`src/rtl/mem_port_arbiter.sv`:
```
// rtl/mem_port_arbiter.sv - fetch / load-store arbiter for one single-port memory
// D has priority, capped by a streak limit while IF waits; a watchdog aborts hung accesses.
module mem_port_arbiter #(
   parameter int ADDR_WIDTH   = 32,
   parameter int DATA_WIDTH   = 32,
   parameter int MAX_D_STREAK = 4,
   parameter int TIMEOUT      = 255
) (
   input  logic                    clk,
   input  logic                    rst,
   input  logic                    if_req,
   input  logic [ADDR_WIDTH-1:0]   if_addr,
   output logic                    if_gnt,
   output logic                    if_valid,
   output logic [DATA_WIDTH-1:0]   if_rdata,
   output logic                    if_err,
   input  logic                    d_req,
   input  logic                    d_we,
   input  logic [DATA_WIDTH/8-1:0] d_be,
   input  logic [ADDR_WIDTH-1:0]   d_addr,
   input  logic [DATA_WIDTH-1:0]   d_wdata,
   output logic                    d_gnt,
   output logic                    d_valid,
   output logic [DATA_WIDTH-1:0]   d_rdata,
   output logic                    d_err,
   output logic                    mem_req,
   output logic                    mem_we,
   output logic [DATA_WIDTH/8-1:0] mem_be,
   output logic [ADDR_WIDTH-1:0]   mem_addr,
   output logic [DATA_WIDTH-1:0]   mem_wdata,
   input  logic                    mem_ready,
   input  logic [DATA_WIDTH-1:0]   mem_rdata,
   output logic                    busy
);

   localparam int BEW = DATA_WIDTH / 8;
   localparam int SW  = $clog2(MAX_D_STREAK + 1);
   localparam int WDW = (TIMEOUT > 0) ? $clog2(TIMEOUT + 1) : 1;

   typedef enum logic [1:0] {IDLE, IF_BUSY, D_BUSY} state_t;

   state_t          state, state_nx;
   logic [SW-1:0]   streak, streak_nx;
   logic [WDW-1:0]  wd, wd_nx;

   logic                  if_gnt_nx, if_valid_nx, if_err_nx;
   logic                  d_gnt_nx, d_valid_nx, d_err_nx;
   logic [DATA_WIDTH-1:0] if_rdata_nx, d_rdata_nx;
   logic                  mem_req_nx, mem_we_nx;
   logic [BEW-1:0]        mem_be_nx;
   logic [ADDR_WIDTH-1:0] mem_addr_nx;
   logic [DATA_WIDTH-1:0] mem_wdata_nx;
   logic                  busy_nx;
   logic                  arb, done, abort, d_win, if_win;

   always_comb begin
      state_nx     = state;
      streak_nx    = streak;
      wd_nx        = wd;
      if_gnt_nx    = 1'b0;
      d_gnt_nx     = 1'b0;
      if_valid_nx  = 1'b0;
      d_valid_nx   = 1'b0;
      if_rdata_nx  = if_rdata;
      if_err_nx    = if_err;
      d_rdata_nx   = d_rdata;
      d_err_nx     = d_err;
      mem_req_nx   = mem_req;
      mem_we_nx    = mem_we;
      mem_be_nx    = mem_be;
      mem_addr_nx  = mem_addr;
      mem_wdata_nx = mem_wdata;
      arb          = 1'b0;
      done         = 1'b0;
      abort        = 1'b0;
      d_win        = 1'b0;
      if_win       = 1'b0;

      // mem_ready on the expiry cycle still counts as a normal completion
      if (state == IDLE) begin
         arb = 1'b1;
      end else if (mem_ready) begin
         done = 1'b1;
         arb  = 1'b1;
      end else if (TIMEOUT != 0 && wd == WDW'(TIMEOUT)) begin
         abort = 1'b1;
      end else begin
         wd_nx = wd + WDW'(1);
      end

      if (done || abort) begin
         state_nx   = IDLE;
         mem_req_nx = 1'b0;
         if (state == IF_BUSY) begin
            if_valid_nx = 1'b1;
            if_err_nx   = abort;
            if_rdata_nx = done ? mem_rdata : '0;
         end else begin
            d_valid_nx = 1'b1;
            d_err_nx   = abort;
            d_rdata_nx = (done && !mem_we) ? mem_rdata : '0;
         end
      end

      // Arbitration also runs in the completion cycle so the next grant follows with no bubble
      if (arb) begin
         d_win  = d_req && !(if_req && streak == SW'(MAX_D_STREAK));
         if_win = !d_win && if_req;
         if (d_win) begin
            state_nx     = D_BUSY;
            d_gnt_nx     = 1'b1;
            mem_req_nx   = 1'b1;
            mem_we_nx    = d_we;
            mem_be_nx    = d_be;
            mem_addr_nx  = d_addr;
            mem_wdata_nx = d_wdata;
            wd_nx        = '0;
            streak_nx    = if_req ? streak + SW'(1) : '0;
         end else if (if_win) begin
            state_nx     = IF_BUSY;
            if_gnt_nx    = 1'b1;
            mem_req_nx   = 1'b1;
            mem_we_nx    = 1'b0;
            mem_be_nx    = '0;
            mem_addr_nx  = if_addr;
            mem_wdata_nx = '0;
            wd_nx        = '0;
            streak_nx    = '0;
         end
      end

      if (!if_req) begin
         streak_nx = '0;
      end

      busy_nx = (state_nx != IDLE);
   end

   always_ff @(posedge clk or posedge rst) begin
      if (rst) begin
         state     <= IDLE;
         streak    <= '0;
         wd        <= '0;
         if_gnt    <= 1'b0;
         if_valid  <= 1'b0;
         if_rdata  <= '0;
         if_err    <= 1'b0;
         d_gnt     <= 1'b0;
         d_valid   <= 1'b0;
         d_rdata   <= '0;
         d_err     <= 1'b0;
         mem_req   <= 1'b0;
         mem_we    <= 1'b0;
         mem_be    <= '0;
         mem_addr  <= '0;
         mem_wdata <= '0;
         busy      <= 1'b0;
      end else begin
         state     <= state_nx;
         streak    <= streak_nx;
         wd        <= wd_nx;
         if_gnt    <= if_gnt_nx;
         if_valid  <= if_valid_nx;
         if_rdata  <= if_rdata_nx;
         if_err    <= if_err_nx;
         d_gnt     <= d_gnt_nx;
         d_valid   <= d_valid_nx;
         d_rdata   <= d_rdata_nx;
         d_err     <= d_err_nx;
         mem_req   <= mem_req_nx;
         mem_we    <= mem_we_nx;
         mem_be    <= mem_be_nx;
         mem_addr  <= mem_addr_nx;
         mem_wdata <= mem_wdata_nx;
         busy      <= busy_nx;
      end
   end

endmodule

```
`config.mk`:
```
export PLATFORM = sky130hd
export DESIGN_NAME = mem_port_arbiter
export DESIGN_NICKNAME = d
export VERILOG_FILES = /design/src/rtl/mem_port_arbiter.sv
export SDC_FILE = /design/constraint.sdc
export NUM_CORES = 1
export LEC_CHECK = 0
export ABC_CLOCK_PERIOD_IN_PS = 5350
export BUFFER_PORTS_ARGS = -buffer_cell sky130_fd_sc_hd__buf_2
export CAP_MARGIN = 20
export CORE_MARGIN = 2
export CORE_UTILIZATION = 40
export DETAILED_ROUTE_END_ITERATION = 12
export PLACE_DENSITY = 0.72
export SKIP_CTS_REPAIR_TIMING = 1
export SLEW_MARGIN = 5
export SYNTH_ARGS = -nofsm -noshare
export SYNTH_HDL_FRONTEND = slang
export SYNTH_SLANG_ARGS = --single-unit
export TNS_END_PERCENT = 20
```
`constraint.sdc`:
```
create_clock -name clk -period 5.35 [get_ports clk]
set_clock_uncertainty 0.2 [all_clocks]
set_input_delay 1.07 -clock clk [delete_from_list [all_inputs] [get_ports clk]]
set_output_delay 1.07 -clock clk [all_outputs]
set_load 0.05 [all_outputs]
```
==> Word-level counts from Yosys, hierarchy flattened <==
Cells that the tools add are included.
{ "totals": {"out_inout_bits": 141, "rom_bits": 0, "mem_bits_rw": 0, "word_cells": 83, "memories": 0, "in_bits": 138, "register_bits": 154, "latchBits": 0} }
{ "classes": {"multipliers": 0, "n_eq_ne": 5, "magnitude_cmp": 0, "muxes": 43, "shift": 0, "div": 0, "n_bitwise": 1, "reduce_logical": 15, "n_addsub": 2} }
{ "op_table": {"columns": ["operator", "n"], "rows": [
  ["$mux W32", 6],
  ["$mux W8", 6],
  ["$mux W1", 21],
  ["$mux W3", 4],
  ["$add A8 B1 Y8 const B", 1],
  ["$eq A8 B8 Y1 const B", 1],
  ["$mux W2", 4],
  ["$mux W4", 2],
  ["$reduce_and A2 Y1", 4],
  ["$logic_and A1 B1 Y1", 4],
  ["$reduce_bool A2 Y1", 2],
  ["$add A3 B1 Y3 const B", 1],
  ["$eq A3 B3 Y1 const B", 1],
  ["$logic_not A1 Y1", 3],
  ["$ne A3 B1 Y1 const B", 1],
  ["$eq A2 B1 Y1 const B", 1],
  ["$logic_not A2 Y1", 1],
  ["$ne A2 B1 Y1 const B", 1],
  ["$logic_or A1 B1 Y1", 1],
  ["$not A1 Y1", 1]
]} }

==> Logic depth before layout (Yosys ltp) <==
{ "logic_depth": {"word_depth": 10, "depth_mapped": 8} }

==> Worst setup path after synthesis <==
No wires, ideal clock.
{ "synth_path": {"kind": "input to register", "from": "in if_req", "to": "reg mem_addr[10]", "slack_ns": 3.034, "arrival_time_ns": 2.039, "setup_ns": 0.077, "n_path_buf": 3, "stages": 7, "path_cell_list": "buf_2 nand3_1 and2_1 buf_2 buf_1 a21oi_1 a21oi_1"} }
{ "synth_between": {"elab_chain_cells": 7, "word_cells_on_any_way": 8, "cone_classes": "mux: 1; reduce/logical: 7"} }
{ "synth_lines": {"columns": ["item", "line_no", "rtl"], "rows": [
  ["start, declared", "11", "input logic if_req,"],
  ["$logic_and A1 B1 Y1", "107", "d_win = d_req && !(if_req && streak == SW'(MAX_D_STREAK));"],
  ["$logic_not A1 Y1", "107", null],
  ["$logic_and A1 B1 Y1", "107", null],
  ["$logic_not A1 Y1", "108", "if_win = !d_win && if_req;"],
  ["$logic_and A1 B1 Y1", "108", null],
  ["$reduce_bool A2 Y1 (no line)", null, null],
  ["$reduce_and A2 Y1 (no line)", null, null],
  ["end signal, assigned", "173", "mem_addr <= mem_addr_nx;"],
  ["end, declared", "29", "output logic [ADDR_WIDTH-1:0] mem_addr,"]
]} }
Several ways; a longest one is shown, not always the timed one.
A chain may end at the register's enable or synchronous reset.

==> Final worst setup path <==
{ "layout_path": {"from": "in if_req", "to": "reg mem_wdata[29]"} }
{ "layout_between": {"elab_chain_cells": 7, "word_cells_on_any_way": 8, "cone_classes": "mux: 1; reduce/logical: 7"} }
{ "layout_lines": {"columns": ["item", "line_no", "rtl"], "rows": [
  ["$logic_and A1 B1 Y1", "107", null],
  ["$logic_not A1 Y1", "107", null],
  ["$logic_and A1 B1 Y1", "107", null],
  ["$logic_not A1 Y1", "108", null],
  ["$logic_and A1 B1 Y1", "108", null],
  ["$reduce_bool A2 Y1 (no line)", null, null],
  ["$reduce_and A2 Y1 (no line)", null, null],
  ["end signal, assigned", "174", "mem_wdata <= mem_wdata_nx;"],
  ["end, declared", "30", "output logic [DATA_WIDTH-1:0] mem_wdata,"]
]} }
Several ways; a longest one is shown, not always the timed one.

==> impl_metrics.csv <==
group,metric,value,unit
grt,antenna_found_initial,0,
sta,layout_setup_ws,2.582,ns
worst_setup_path,r2r_end,"mem_wdata[29]",
worst_setup_path,worst_path_largest_cell_delay,0.91,ns
power,leakage,4.219,nW
placement,post-place-ws,1.634,ns
placement,io_buffer_count,278,
grt,first_global_vias,5051,
logic_synthesis,synth_edf_count,0,
clock_tree,path_clk_slew,0.06,ns
logic_synthesis,ys_warn_count,0,
worst_setup_path,end_kind,"flop",
sta,fin_tns_setup,0,ns
sta,setup_viol,0,
min_path,min-delay-start,"mem_wdata[8]",
clock_tree,insertion_delay,0.42,ns
worst_setup_path,crit_path_max_fanout,40,
worst_setup_path,slowest_stage,"nor2_4",
worst_setup_path,rr_startpoint,"streak[0]",
worst_setup_path,required,5.50,ns
worst_setup_path,critical_path_arrival,2.91,ns
logic_synthesis,synth_cell_types,44,
sta,worstMarginPinSlew,0.9965,ns
worst_setup_path,r2r_slack,2.76,ns
placement,gp_congestion,0.7751,
finish,diodes,0,
floorplan,die_h,129.2,um
logic_synthesis,synth-seq-cells,154,
logic_synthesis,synth_nets,674,
placement,dp_hpwl,11360,um
clock_tree,cts_buffer_depth,2,
finish,area_growth,34.50,%
job,max_cap_viol_count,0,
floorplan,die_area,16700,sq um
worst_setup_path,crit_type,"in2reg",
clock_tree,tritoncts,"built",
sta,slew_headroom,0.3341,
floorplan,io-pin-count,279,
route,drt_iter0_markers,290,
grt,grtUsageTotal,0.2025,
logic_synthesis,ys_seq_area_frac,0.6145,
route,wl_per_cell,16.65,um
route,firstDrtPassIters,4,
route,vias,5248,
route,drt_wl_total,16990,um
sta,rsz0062_at_grt,"no",
logic_synthesis,synth_cells,533,
logic_synthesis,async_reset_ff_frac,1.000,
sta,hold_violations,0,
min_path,hold-path-cell-count,1,
sta,hold-worst-slack,0.2910,ns
logic_synthesis,syn_avg_cell_area,11.77,sq um
sta,fin_crit,2.768,ns
min_path,hold_class,"reg2reg",
finish,drive_above_1_share,0.4042,
finish,multi_input_area,2180,sq um
finish,register_area,3854,sq um
worst_setup_path,path_cells,"buf_2 > nand3_1 > nand2_1 > nor2_4 > a22o_1",
logic_synthesis,synthFlopType,"dfrtp_1",
sta,fin_crit_sh,0.5175,
outcome,status,"finished clean",
logic_synthesis,synth_area,6271,sq um
floorplan,die-width,129.2,um
power,ir_worst_vdd,0.3178,mV
grt,grt_pass1_wl,26260,um
clock_tree,cts_buffers,17,
worst_setup_path,crit_path_start,"if_req",
worst_setup_path,crit_path_start_kind,"primary input",
grt,grt_max_degree,155,
clock_tree,clock_sinks,154,
floorplan,start_util,0.4110,
sta,slew_viol_final,0,
route,ant_nets,0,
floorplan,core,15260,sq um
worst_setup_path,r2r_cells,6,
clock_tree,htreeDepth,4,
power,power,4.342,mW
finish,nNetsFinal,937,
route,drcViolationCount,0,
route,viasPerCell,5.145,
min_path,min_to,"mem_wdata[8]",
floorplan,rows,45,
finish,fill_cells,1344,
power,powerDensity,514.8,nW/um^2
grt,grt_overflow_total,0,
sta,timing.fmax,361.2,MHz
clock_tree,cts_root_buffer,"clkbuf_16",
## worst max-delay path: cells and delay by family
family / cells / cell delay (ns)
simple gates: 3 / 1.38
compound gates: 1 / 0.28
buf+inv: 1 / 0.16
## registers in the layout, indices dropped and copies added, names as in the netlist, 2 cells and up
| signal | flops |
|---|---|
| d_rdata | 32 |
| if_rdata | 32 |
| mem_addr | 32 |
| mem_be | 4 |
| mem_wdata | 32 |
| state | 2 |
| streak | 3 |
| wd | 8 |
## cell type report
type                       count  area share
multi-input combinational    330      0.2584
inverter                       7    0.003560
sequential                   154      0.4569
clock buffer                  19     0.05251
timing repair buffer         286      0.1777
tap                          211     0.03130
clock inverter                13     0.01958
## cells in the final DEF, fill, tap and decap left out, types with 2 or more instances in the layout
cell,Yosys,layout
buf_2,19,278
dfrtp_1,154,154
a21oi_1,71,71
a22o_1,69,69
nor2_1,39,38
nand2_1,35,35
nor2b_1,33,33
a221o_1,30,30
clkbuf_16,0,17
nand3_1,7,7
inv_1,7,6
clkinvlp_4,0,5
o21ai_0,4,4
buf_4,0,4
and2_1,3,3
nor3_1,3,3
ha_1,3,3
bufinv_16,0,3
inv_6,0,3
nand4_1,2,2
nor2_4,1,2
and3_1,2,2
a21boi_0,2,2
a21o_1,2,2
o31ai_1,2,2
a221o_2,2,2
clkinv_2,0,2
buf_8,0,2
## per-layer routing
metal	wire length, um	vias up	GRT usage
li1	-	2475	-
met4	248	0	0.07033
met5	0	-	0
met1	7190	2545	0.2541
met2	7966	212	0.3260
met3	1580	16	0.07308
## cell usage after synthesis, types with 2 or more instances
master | count | area share
clkbuf_1 | 16 | 0.0096
a21o_1 | 2 | 0.0024
nand2_1 | 35 | 0.021
a21oi_1 | 71 | 0.057
and3_1 | 2 | 0.0020
inv_1 | 7 | 0.0042
nand4_1 | 2 | 0.0020
ha_1 | 3 | 0.0060
buf_2 | 19 | 0.015
a22o_1 | 69 | 0.096
dfrtp_1 | 154 | 0.61
nor2_1 | 39 | 0.023
buf_6 | 6 | 0.011
a221o_1 | 30 | 0.048
and2_1 | 3 | 0.0030
o31ai_1 | 2 | 0.0024
nor2b_1 | 33 | 0.033
nor3_1 | 3 | 0.0024
a21boi_0 | 2 | 0.0024
nand3_1 | 7 | 0.0056
a221o_2 | 2 | 0.0036
o21ai_0 | 4 | 0.0032
## stage by stage
step                cells  instance area [sq um]  utilization
finish               1020                   8434       0.5528
CTS                  1018                   8392       0.5500
floorplan             533                   6275            -
detailed placement    986                   7784       0.5101
global placement      985                   7769       0.5091
global route         1020                   8434       0.5528
## worst max path at each step
stage               slack, ns  cells after the start       endpoint
global route             2.46                      5  mem_wdata[29]
finish                   2.58                      5  mem_wdata[29]
floorplan                2.14                      1           busy
CTS                      2.08                      5  mem_wdata[29]
detailed placement       1.63                      5  mem_wdata[16]
global placement         1.70                      5  mem_wdata[17]
## logic make-up after synthesis
kind of cell | after synthesis | synth area share
buffers and inverters | 49 | 0.04030
AND/OR/NAND/NOR | 132 | 0.1036
AO/OA/AOI/OAI | 194 | 0.2340
adder cells (fa/ha/maj) | 3 | 0.005986
multiplexers | 1 | 0.001596
flip-flops | 154 | 0.6145
## power by group
part           total (mW)  switching (mW)  internal (mW)
Clock                1.24           0.488          0.749
Sequential           1.55           0.146           1.40
Combinational        1.56            1.15          0.408
Note: power is estimated with default switching activity, not from simulation.
